**config.mk**
```make
export PLATFORM = sky130hd
export DESIGN_NAME = interp_row_ctrl_flat
export DESIGN_NICKNAME = d
export VERILOG_FILES = /design/src/rtl/interp_row_if.sv /design/src/rtl/interp_row_ctrl.sv /design/src/flat_wrapper.sv
export SDC_FILE = /design/constraint.sdc
export NUM_CORES = 1
export LEC_CHECK = 0
export CAP_MARGIN = 25
export CORE_UTILIZATION = 53
export DETAILED_ROUTE_END_ITERATION = 8
export PLACE_DENSITY = 0.9
export SYNTH_ARGS = -nofsm -noshare
export SYNTH_HDL_FRONTEND = slang
export SYNTH_SLANG_ARGS = --single-unit
```
**constraint.sdc**
```tcl
create_clock -name clk -period 4.8 [get_ports clk]
set_input_delay 1.2 -clock clk [delete_from_list [all_inputs] [get_ports clk]]
set_output_delay 1.2 -clock clk [all_outputs]
set_load 0.05 [all_outputs]
```
**src/rtl/interp_row_if.sv**
```systemverilog
// interp_row_if
//   Sample-in / result-out stream bundle for the interpolation row sequencer.
//   Ports (slave view, i.e. the sequencer side):
//     s_valid, s_data (in)  / s_ready (out)   input sample stream
//     m_valid, m_data (out) / m_ready (in)    filtered result stream
//   master is the mirror view used by whatever feeds and drains the sequencer.
interface interp_row_if #(
  parameter int DATA_WIDTH = 8
);
  logic                         s_valid;
  logic                         s_ready;
  logic signed [DATA_WIDTH+1:0] s_data;
  logic                         m_valid;
  logic                         m_ready;
  logic signed [DATA_WIDTH+2:0] m_data;

  modport master (
    output s_valid, s_data, m_ready,
    input  s_ready, m_valid, m_data
  );

  modport slave (
    input  s_valid, s_data, m_ready,
    output s_ready, m_valid, m_data
  );
endinterface

```
**src/rtl/interp_row_ctrl.sv**
```systemverilog
// interp_row_ctrl
//   Row sequencer for an 8-tap half-sample interpolation filter. Streams one
//   row of samples into an 8-deep sliding window with edge replication on
//   both ends, presents the window to an external combinational filter and
//   registers the filter result into a valid/ready output stream. Exactly
//   ROW_LEN results (positions i+0.5) are produced per row.
//   Ports:
//     clk, rst_n       clock, synchronous active-low reset
//     start            begin a row (only honoured in IDLE)
//     busy / done      row in progress / 1-cycle pulse after last result taken
//     sif              sample input and result output streams
//     tap0..tap7       window to filter in0..in7 (tap0 oldest)
//     filt_out         filter result for the current window
//
//   state | meaning
//   IDLE  | waiting for start
//   FILL  | taking samples 0..4; sample 0 replicated across the whole window
//   RUN   | taking samples 5..ROW_LEN-1, one result per shifted window
//   FLUSH | four shifts of w7 (right-edge replication), no input taken
//   DRAIN | waiting for the last window and last result to be consumed
module interp_row_ctrl #(
  parameter int DATA_WIDTH = 8,
  parameter int ROW_LEN    = 64
) (
  input  logic                         clk,
  input  logic                         rst_n,
  input  logic                         start,
  output logic                         busy,
  output logic                         done,
  interp_row_if.slave                  sif,
  output logic signed [DATA_WIDTH+1:0] tap0,
  output logic signed [DATA_WIDTH+1:0] tap1,
  output logic signed [DATA_WIDTH+1:0] tap2,
  output logic signed [DATA_WIDTH+1:0] tap3,
  output logic signed [DATA_WIDTH+1:0] tap4,
  output logic signed [DATA_WIDTH+1:0] tap5,
  output logic signed [DATA_WIDTH+1:0] tap6,
  output logic signed [DATA_WIDTH+1:0] tap7,
  input  logic signed [DATA_WIDTH+2:0] filt_out
);

  localparam int SW = DATA_WIDTH + 2;
  localparam int RW = DATA_WIDTH + 3;
  localparam int CW = $clog2(ROW_LEN);

  typedef enum logic [2:0] {IDLE, FILL, RUN, FLUSH, DRAIN} state_t;

  state_t               state, state_nxt;
  logic [CW-1:0]        cnt, cnt_nxt;
  logic                 busy_nxt, done_nxt;
  logic signed [SW-1:0] win [8];
  logic                 win_vld;
  logic                 m_valid_q;
  logic signed [RW-1:0] m_data_q;

  logic                 take, adv_ok;
  logic                 s_ready_c;
  logic                 win_load, win_shift, win_set;
  logic signed [SW-1:0] shift_in;

  // The current window's result moves to the output register when the
  // register is empty or being drained this cycle; the window may only move
  // once its own result is gone (or it never held one).
  assign take   = win_vld && (!m_valid_q || sif.m_ready);
  assign adv_ok = !win_vld || take;

  always_comb begin
    state_nxt = state;
    cnt_nxt   = cnt;
    busy_nxt  = busy;
    done_nxt  = 1'b0;
    s_ready_c = 1'b0;
    win_load  = 1'b0;
    win_shift = 1'b0;
    win_set   = 1'b0;
    shift_in  = sif.s_data;
    case (state)
      IDLE: begin
        if (start) begin
          state_nxt = FILL;
          busy_nxt  = 1'b1;
          cnt_nxt   = '0;
        end
      end
      FILL: begin
        s_ready_c = adv_ok;
        if (sif.s_valid && adv_ok) begin
          if (cnt == '0) win_load  = 1'b1;
          else           win_shift = 1'b1;
          cnt_nxt = cnt + CW'(1);
          if (cnt == CW'(4)) begin
            win_set = 1'b1;
            // a 5-sample row has no RUN phase: sample 4 is also the last
            if (ROW_LEN == 5) begin
              state_nxt = FLUSH;
              cnt_nxt   = '0;
            end else begin
              state_nxt = RUN;
            end
          end
        end
      end
      RUN: begin
        s_ready_c = adv_ok;
        if (sif.s_valid && adv_ok) begin
          win_shift = 1'b1;
          win_set   = 1'b1;
          cnt_nxt   = cnt + CW'(1);
          if (cnt == CW'(ROW_LEN - 1)) begin
            state_nxt = FLUSH;
            cnt_nxt   = '0;
          end
        end
      end
      FLUSH: begin
        if (adv_ok) begin
          win_shift = 1'b1;
          win_set   = 1'b1;
          shift_in  = win[7];
          cnt_nxt   = cnt + CW'(1);
          if (cnt == CW'(3)) state_nxt = DRAIN;
        end
      end
      DRAIN: begin
        // finish on the edge that consumes the last result
        if (!win_vld && (!m_valid_q || sif.m_ready)) begin
          done_nxt  = 1'b1;
          busy_nxt  = 1'b0;
          state_nxt = IDLE;
        end
      end
      default: state_nxt = IDLE;
    endcase
  end

  always_ff @(posedge clk) begin
    if (!rst_n) begin
      state     <= IDLE;
      cnt       <= '0;
      busy      <= 1'b0;
      done      <= 1'b0;
      win_vld   <= 1'b0;
      m_valid_q <= 1'b0;
      m_data_q  <= '0;
      for (int i = 0; i < 8; i++) win[i] <= '0;
    end else begin
      state <= state_nxt;
      cnt   <= cnt_nxt;
      busy  <= busy_nxt;
      done  <= done_nxt;

      if (win_load) begin
        for (int i = 0; i < 8; i++) win[i] <= sif.s_data;
      end else if (win_shift) begin
        for (int i = 0; i < 7; i++) win[i] <= win[i+1];
        win[7] <= shift_in;
      end

      // a fresh window outranks the take of the previous one
      if (win_set)   win_vld <= 1'b1;
      else if (take) win_vld <= 1'b0;

      if (take) begin
        m_valid_q <= 1'b1;
        m_data_q  <= filt_out;
      end else if (sif.m_ready) begin
        m_valid_q <= 1'b0;
      end
    end
  end

  assign sif.s_ready = s_ready_c;
  assign sif.m_valid = m_valid_q;
  assign sif.m_data  = m_data_q;

  assign tap0 = win[0];
  assign tap1 = win[1];
  assign tap2 = win[2];
  assign tap3 = win[3];
  assign tap4 = win[4];
  assign tap5 = win[5];
  assign tap6 = win[6];
  assign tap7 = win[7];

endmodule

```
**src/flat_wrapper.sv**
```systemverilog
// flat-port wrapper written by rule: the top's interface ports become plain ports
module interp_row_ctrl_flat 
#(
  parameter int DATA_WIDTH = 8,
  parameter int ROW_LEN    = 64
)
  (clk, rst_n, start, busy, done, tap0, tap1, tap2, tap3, tap4, tap5, tap6, tap7, filt_out, sif_s_valid, sif_s_data, sif_m_ready, sif_s_ready, sif_m_valid, sif_m_data);
  interp_row_if #(.DATA_WIDTH(DATA_WIDTH)) sif_i ();
  input  logic clk;
  input  logic rst_n;
  input  logic start;
  output logic busy;
  output logic done;
  output logic signed [DATA_WIDTH+1:0] tap0;
  output logic signed [DATA_WIDTH+1:0] tap1;
  output logic signed [DATA_WIDTH+1:0] tap2;
  output logic signed [DATA_WIDTH+1:0] tap3;
  output logic signed [DATA_WIDTH+1:0] tap4;
  output logic signed [DATA_WIDTH+1:0] tap5;
  output logic signed [DATA_WIDTH+1:0] tap6;
  output logic signed [DATA_WIDTH+1:0] tap7;
  input  logic signed [DATA_WIDTH+2:0] filt_out;
  input wire logic [$bits(sif_i.s_valid)-1:0] sif_s_valid;
  input wire logic [$bits(sif_i.s_data)-1:0] sif_s_data;
  input wire logic [$bits(sif_i.m_ready)-1:0] sif_m_ready;
  output wire logic [$bits(sif_i.s_ready)-1:0] sif_s_ready;
  output wire logic [$bits(sif_i.m_valid)-1:0] sif_m_valid;
  output wire logic [$bits(sif_i.m_data)-1:0] sif_m_data;
  assign sif_i.s_valid = sif_s_valid;
  assign sif_i.s_data = sif_s_data;
  assign sif_i.m_ready = sif_m_ready;
  assign sif_s_ready = sif_i.s_ready;
  assign sif_m_valid = sif_i.m_valid;
  assign sif_m_data = sif_i.m_data;
  interp_row_ctrl #(.DATA_WIDTH(DATA_WIDTH), .ROW_LEN(ROW_LEN)) u_core (.clk(clk), .rst_n(rst_n), .start(start), .busy(busy), .done(done), .sif(sif_i), .tap0(tap0), .tap1(tap1), .tap2(tap2), .tap3(tap3), .tap4(tap4), .tap5(tap5), .tap6(tap6), .tap7(tap7), .filt_out(filt_out));
endmodule
```
==> results of run 1 <==
-- Yosys cell counts (3+ instances only) --
cell / count / share of area, %
buf_1: 7 / 0.57
nor4b_1: 3 / 0.57
dfxtp_1: 24 / 10
or3_1: 3 / 0.41
nor2_1: 9 / 0.73
nand3b_1: 3 / 0.49
inv_1: 8 / 0.65
nand2b_1: 3 / 0.41
clkbuf_1: 29 / 2.4
nand2_1: 33 / 2.7
edfxtp_1: 80 / 52
and2_1: 11 / 1.5
a221oi_1: 3 / 0.57
a31oi_1: 3 / 0.41
o21ai_0: 14 / 1.5
nand3_1: 88 / 9.5
a21oi_1: 86 / 9.3
-- power breakdown --
| part | internal (mW) | switching, mW | total (mW) |
|---|---|---|---|
| logic | 0.436 | 1.00 | 1.44 |
| registers | 1.20 | 0.126 | 1.32 |
| clock network | 0.350 | 0.305 | 0.655 |
-- metal layers --
metal	part of all wire, %	vias up
li1	-	1831
met1	39	1915
met2	50	250
met3	8.9	13
met4	1.4	0
met5	0	-
-- kinds of logic after synthesis --
| logic type | count (synthesis) | synth area share [%] |
|---|---|---|
| adders and majority gates | 3 | 0.7569 |
| buffers and inverters | 45 | 3.650 |
| DFF | 104 | 62.29 |
| xor gates and xnor gates | 1 | 0.1893 |
| and+or+nand+nor | 162 | 18.09 |
| muxes | 2 | 0.4326 |
| AOI/OAI and AO/OA | 121 | 14.60 |
-- worst max-delay path, cell delays in order --
cell and delay [ps]:
clkdlybuf4s50_1 510, and3b_1 260, nor3_1 240, clkdlybuf4s50_1 840
-- flip-flops by register name (all words and copies together), names as in the netlist --
register	cells
u_core.sif.m_valid	1
u_core.sif.m_data	11
u_core.win	80
u_core.state	3
u_core.busy	1
u_core.win_vld	1
u_core.done	1
u_core.cnt	6
-- area by class of cell --
class / instances / share of cell area, %
timing repair buffer: 127 / 20.80
sequential: 104 / 46.89
tap: 105 / 2.137
multi-input combinational: 289 / 25.68
inverter: 9 / 0.5495
clock buffer: 10 / 2.076
clock inverter: 6 / 1.872
-- worst paths after layout --
| path | to | slack (ps) | cells after the start |
|---|---|---|---|
| setup / recovery | sif_s_ready | 540 | 4 |
| hold / removal | u_core.sif.m_data[10]$_SDFFE_PN0P_ | 460 | 2 |
| setup reg to reg | u_core.win[0][62]$_DFFE_PP_ | 2020 | 7 |
| hold reg to reg | u_core.sif.m_data[10]$_SDFFE_PN0P_ | 460 | 2 |
-- through the flow --
step,total power [mW],util (%),instances
final,3.415,73.72,650
after global placement,2.726,70.57,633
after CTS,3.416,73.72,650
after global routing,3.544,73.72,650
after floorplan,2.289,-,438
after detailed placement,2.771,70.81,634
-- placed cells by master (no fill, tap or decap), drive strengths merged, types with 2 or more instances in the layout --
cell type      synthesis  routed
a211oi                 2       2
a21oi                 86      86
a221oi                 3       3
a31oi                  3       3
and2                  11      11
and3                   2       2
buf                    7       7
bufinv                 0       3
clkbuf                29      10
clkdlybuf4s50          0     120
dfxtp                 24      24
edfxtp                80      80
ha                     2       2
inv                    9      10
mux2i                  2       2
nand2                 33      33
nand2b                 3       3
nand3                 88      88
nand3b                 3       3
nor2                   9       9
nor3                   2       2
nor4b                  3       3
o211ai                 2       2
o21ai                 14      14
o32ai                  2       2
or3                    3       3
==> out/metrics.yaml, run 1 <==
outcome:
  status: "complete, no violations"
final_layout:
  synthToLayoutAreaGrowth_pct: 32.85
  design_area_mm2: 0.006148
  multi_input_area_mm2: 0.001579
  fillers: 570
  final_nets: 568
  diodes: 0
  drive_gt1_share_pct: 5.505
  ff_latch_area_mm2: 0.002883
power:
  p_leak_nw: 2.056
  max-vdd-ir-drop_mv: 0.2791
  power_density_mw_per_mm2: 555.5
timing:
  holdWs_ps: 461.1
  timing.fmax_mhz: 235.0
  fin_skew_ps: 14.86
  finalCritPeriodShare_pct: 88.66
  period_minus_slack_ps: 4256
  slew_violations: 0
  hold_violations: 0
  grt_setup_unrepaired: "no"
  setup_ws_ps: 544.2
  slew_headroom_pct: 54.62
  worst_pin_slew_ps: 679.1
  tns_ps: 0
  setup_viol: 0
critical_path:
  crit_type: "in -> out"
  cp.arrival_ps: 3060
  cp-startpoint: "sif_m_ready"
  worstPathRequired_ps: 3600
  start_kind: "primary input"
  worstPathMaxFanout: 4
  crit_path_end_kind: "primary output"
  r2r-start: "u_core.cnt[0]$_SDFFE_PN0P_"
drt:
  drc: 0
  routed_wirelength_um: 11820
  wl_per_cell_um: 18.18
  antenna_left: 0
  via_count: 4009
  drt_iter0_drc: 274
  avgViaCountPerCell: 6.168
  first_pass_iters: 7
placed_design:
  post_dp_cell_area_mm2: 0.005906
  place_hpwl_um: 8188
  pre_cts_ws_ps: 544.5
  portBuffers: 120
  gp_congestion: 0.8438
grt:
  grt_usage_pct: 26.51
  grt_pass1_wl_um: 18370
  use_met2_pct: 43.69
  met1_usage_pct: 36.41
  grt_busiest_layer: "met2"
  grt_overflow: 0
  grt_start_max_net_pins: 74
  antenna_found_initial: 0
  grt_pass1_vias: 3613
  use_met3_pct: 3.987
worst_hold_path:
  hold_class: "reg -> reg"
  worstHoldStart: "u_core.sif.m_data[10]$_SDFFE_PN0P_"
clock_tree:
  clkLatencyLatePin_ps: 360
  cts_buffer_depth: 2
  cts-root-buf: "clkbuf_8"
  cts_buffers: 9
  post_cts_resized: 0
  cts_tree: "done"
  numClockSinks: 104
  path_clk_slew_ps: 100
  cts_hold_buf: 0
  cts_max_level: 3
  postCtsSetupBuffers: 0
run:
  drv_cap: 0
die:
  row_count: 33
  die_h_um: 95.45
  die-width_um: 95.45
  pin_count: 121
  core_mm2: 0.008341
  start_util_pct: 55.49
  dieArea_mm2: 0.009110
synthesis:
  ys_ff_latch: 104
  syn_inst: 438
  syn_area_per_cell_um2: 10.57
  synthFlopType: "edfxtp_1"
  synth_edf_count: 80
  ys_warn_count: 0
  syn-num-nets: 466
  synthArstFlopShare_pct: 0
  synth_cell_types: 42
  synth_seq_area_share_pct: 62.29
  synth_area_mm2: 0.004628
(Power assumes the default switching activity.)
==> run 2: changes to the inputs <==
Settings changed: CORE_MARGIN set to 10.
==> out/metrics.yaml, run 2 (synthesized netlist as in run 1, its figures left out) <==
outcome:
  status: "complete, no violations"
critical_path:
  cp-startpoint: "sif_m_ready"
  cp.arrival_ps: 3120
  reg2reg_setup_slack_ps: 2120
  crit_chain: "clkdlybuf4s50_1 -> and3b_1 -> nor3_1 -> clkdlybuf4s50_1"
  worstPathRequired_ps: 3600
  cpMostUsedCell: "clkdlybuf4s50_1"
  worstPathMaxFanout: 4
  start_kind: "primary input"
  crit_path_end_kind: "primary output"
  r2r-start: "u_core.cnt[0]$_SDFFE_PN0P_"
  crit_slowest_cell: "clkdlybuf4s50_1"
  crit_type: "in -> out"
  max_stage_delay_ps: 860
worst_hold_path:
  worstHoldStart: "u_core.sif.m_data[5]$_SDFFE_PN0P_"
  hold_class: "reg -> reg"
power:
  power_density_mw_per_mm2: 537.3
  p_leak_nw: 2.012
  totalPowerFinal_mw: 3.260
  max-vdd-ir-drop_mv: 0.3368
die:
  row_count: 34
  die_h_um: 113.4
  die-width_um: 113.4
  dieArea_mm2: 0.01287
  core_mm2: 0.008593
  pin_count: 121
  start_util_pct: 53.86
drt:
  antenna_left: 0
  via_count: 3883
  drt_iter0_drc: 365
  avgViaCountPerCell: 5.956
  wl_per_cell_um: 18.90
  drc: 0
  first_pass_iters: 6
  routed_wirelength_um: 12320
final_layout:
  largest_register_ffs: 80
  ff_latch_area_mm2: 0.002883
  multi_input_area_mm2: 0.001579
  final_common_cell: "clkdlybuf4s50_1"
  diodes: 0
  final_nets: 567
  fin_cells: 652
  mostFrequentLayoutCells: "clkdlybuf4s50_1, nand3_1, a21oi_1, edfxtp_1, nand2_1"
  top_register: "u_core.win"
  drive_gt1_share_pct: 5.331
  fillers: 618
  synthToLayoutAreaGrowth_pct: 31.09
timing:
  worst_pin_slew_ps: 744.3
  setup_viol: 0
  period_minus_slack_ps: 4320
  fin_skew_ps: 13.28
  grt_setup_unrepaired: "no"
  setup_ws_ps: 480.2
  timing.fmax_mhz: 231.5
  hold_violations: 0
  slew_violations: 0
  slew_headroom_pct: 50.38
  finalCritPeriodShare_pct: 90.00
  tns_ps: 0
clock_tree:
  cts_hold_buf: 0
  numClockSinks: 104
  post_cts_resized: 0
  path_clk_slew_ps: 100
  cts_buffer_depth: 2
  cts_tree: "done"
  cts_max_level: 3
  postCtsSetupBuffers: 0
  clkLatencyLatePin_ps: 370
  cts-root-buf: "clkbuf_8"
  cts_buffers: 9
placed_design:
  gp_congestion: 0.8378
  place_hpwl_um: 8778
  portBuffers: 120
  dp.cells: 636
  pre_cts_ws_ps: 509.2
grt:
  antenna_found_initial: 0
  grt_overflow: 0
  grt_pass1_wl_um: 19620
  grt_usage_pct: 18.61
  grt_start_max_net_pins: 71
  grt_pass1_vias: 3766
run:
  drv_cap: 0
## run 2: worst paths after layout
kind                                                     endpoint  depth (start not counted)
worst max-delay path                                  sif_s_ready                          4
worst min-delay path            u_core.sif.m_data[5]$_SDFFE_PN0P_                          2
worst max register to register         u_core.win[0][8]$_DFFE_PP_                          7
worst min register to register  u_core.sif.m_data[5]$_SDFFE_PN0P_                          2
## run 2: routing by layer
layer  up-vias  GRT usage, %  part of all wire [%]
met5         -             0                     0
met4         0         5.415                   1.5
met3        17         5.722                   9.3
met2       193         30.07                    49
met1      1843         23.57                    40
li1       1830             -                     -
## run 2: final cells by class
cell class	instances	share of cell area (%)
clock inverters	7	0.8868
flip-flops and latches	104	47.51
inverters	9	0.5568
repair buffers	126	20.75
well taps	108	2.227
clock buffers	9	2.042
multi-input cells	289	26.03
## run 2: per-stage QoR
step / hold WS, ps / cell area (um^2) / utilization (%)
2_1_floorplan: 474.5 / 4628 / -
3_3_place_gp: 441.7 / 5889 / 68.54
3_5_place_dp: 452.9 / 5889 / 68.54
4_1_cts: 468.7 / 6067 / 70.60
5_1_grt: 490.6 / 6067 / 70.60
6_report: 467.0 / 6067 / 70.60
## run 2: critical path, delay by kind of cell
family	cells	cell delay (ps)
and+or+nand+nor	2	540
buffers and inverters	2	1380
## run 2: where the power goes
group | switching [mW] | internal [mW]
registers | 0.119 | 1.19
logic | 1.01 | 0.431
clock network | 0.311 | 0.192
total | 1.44 | 1.82
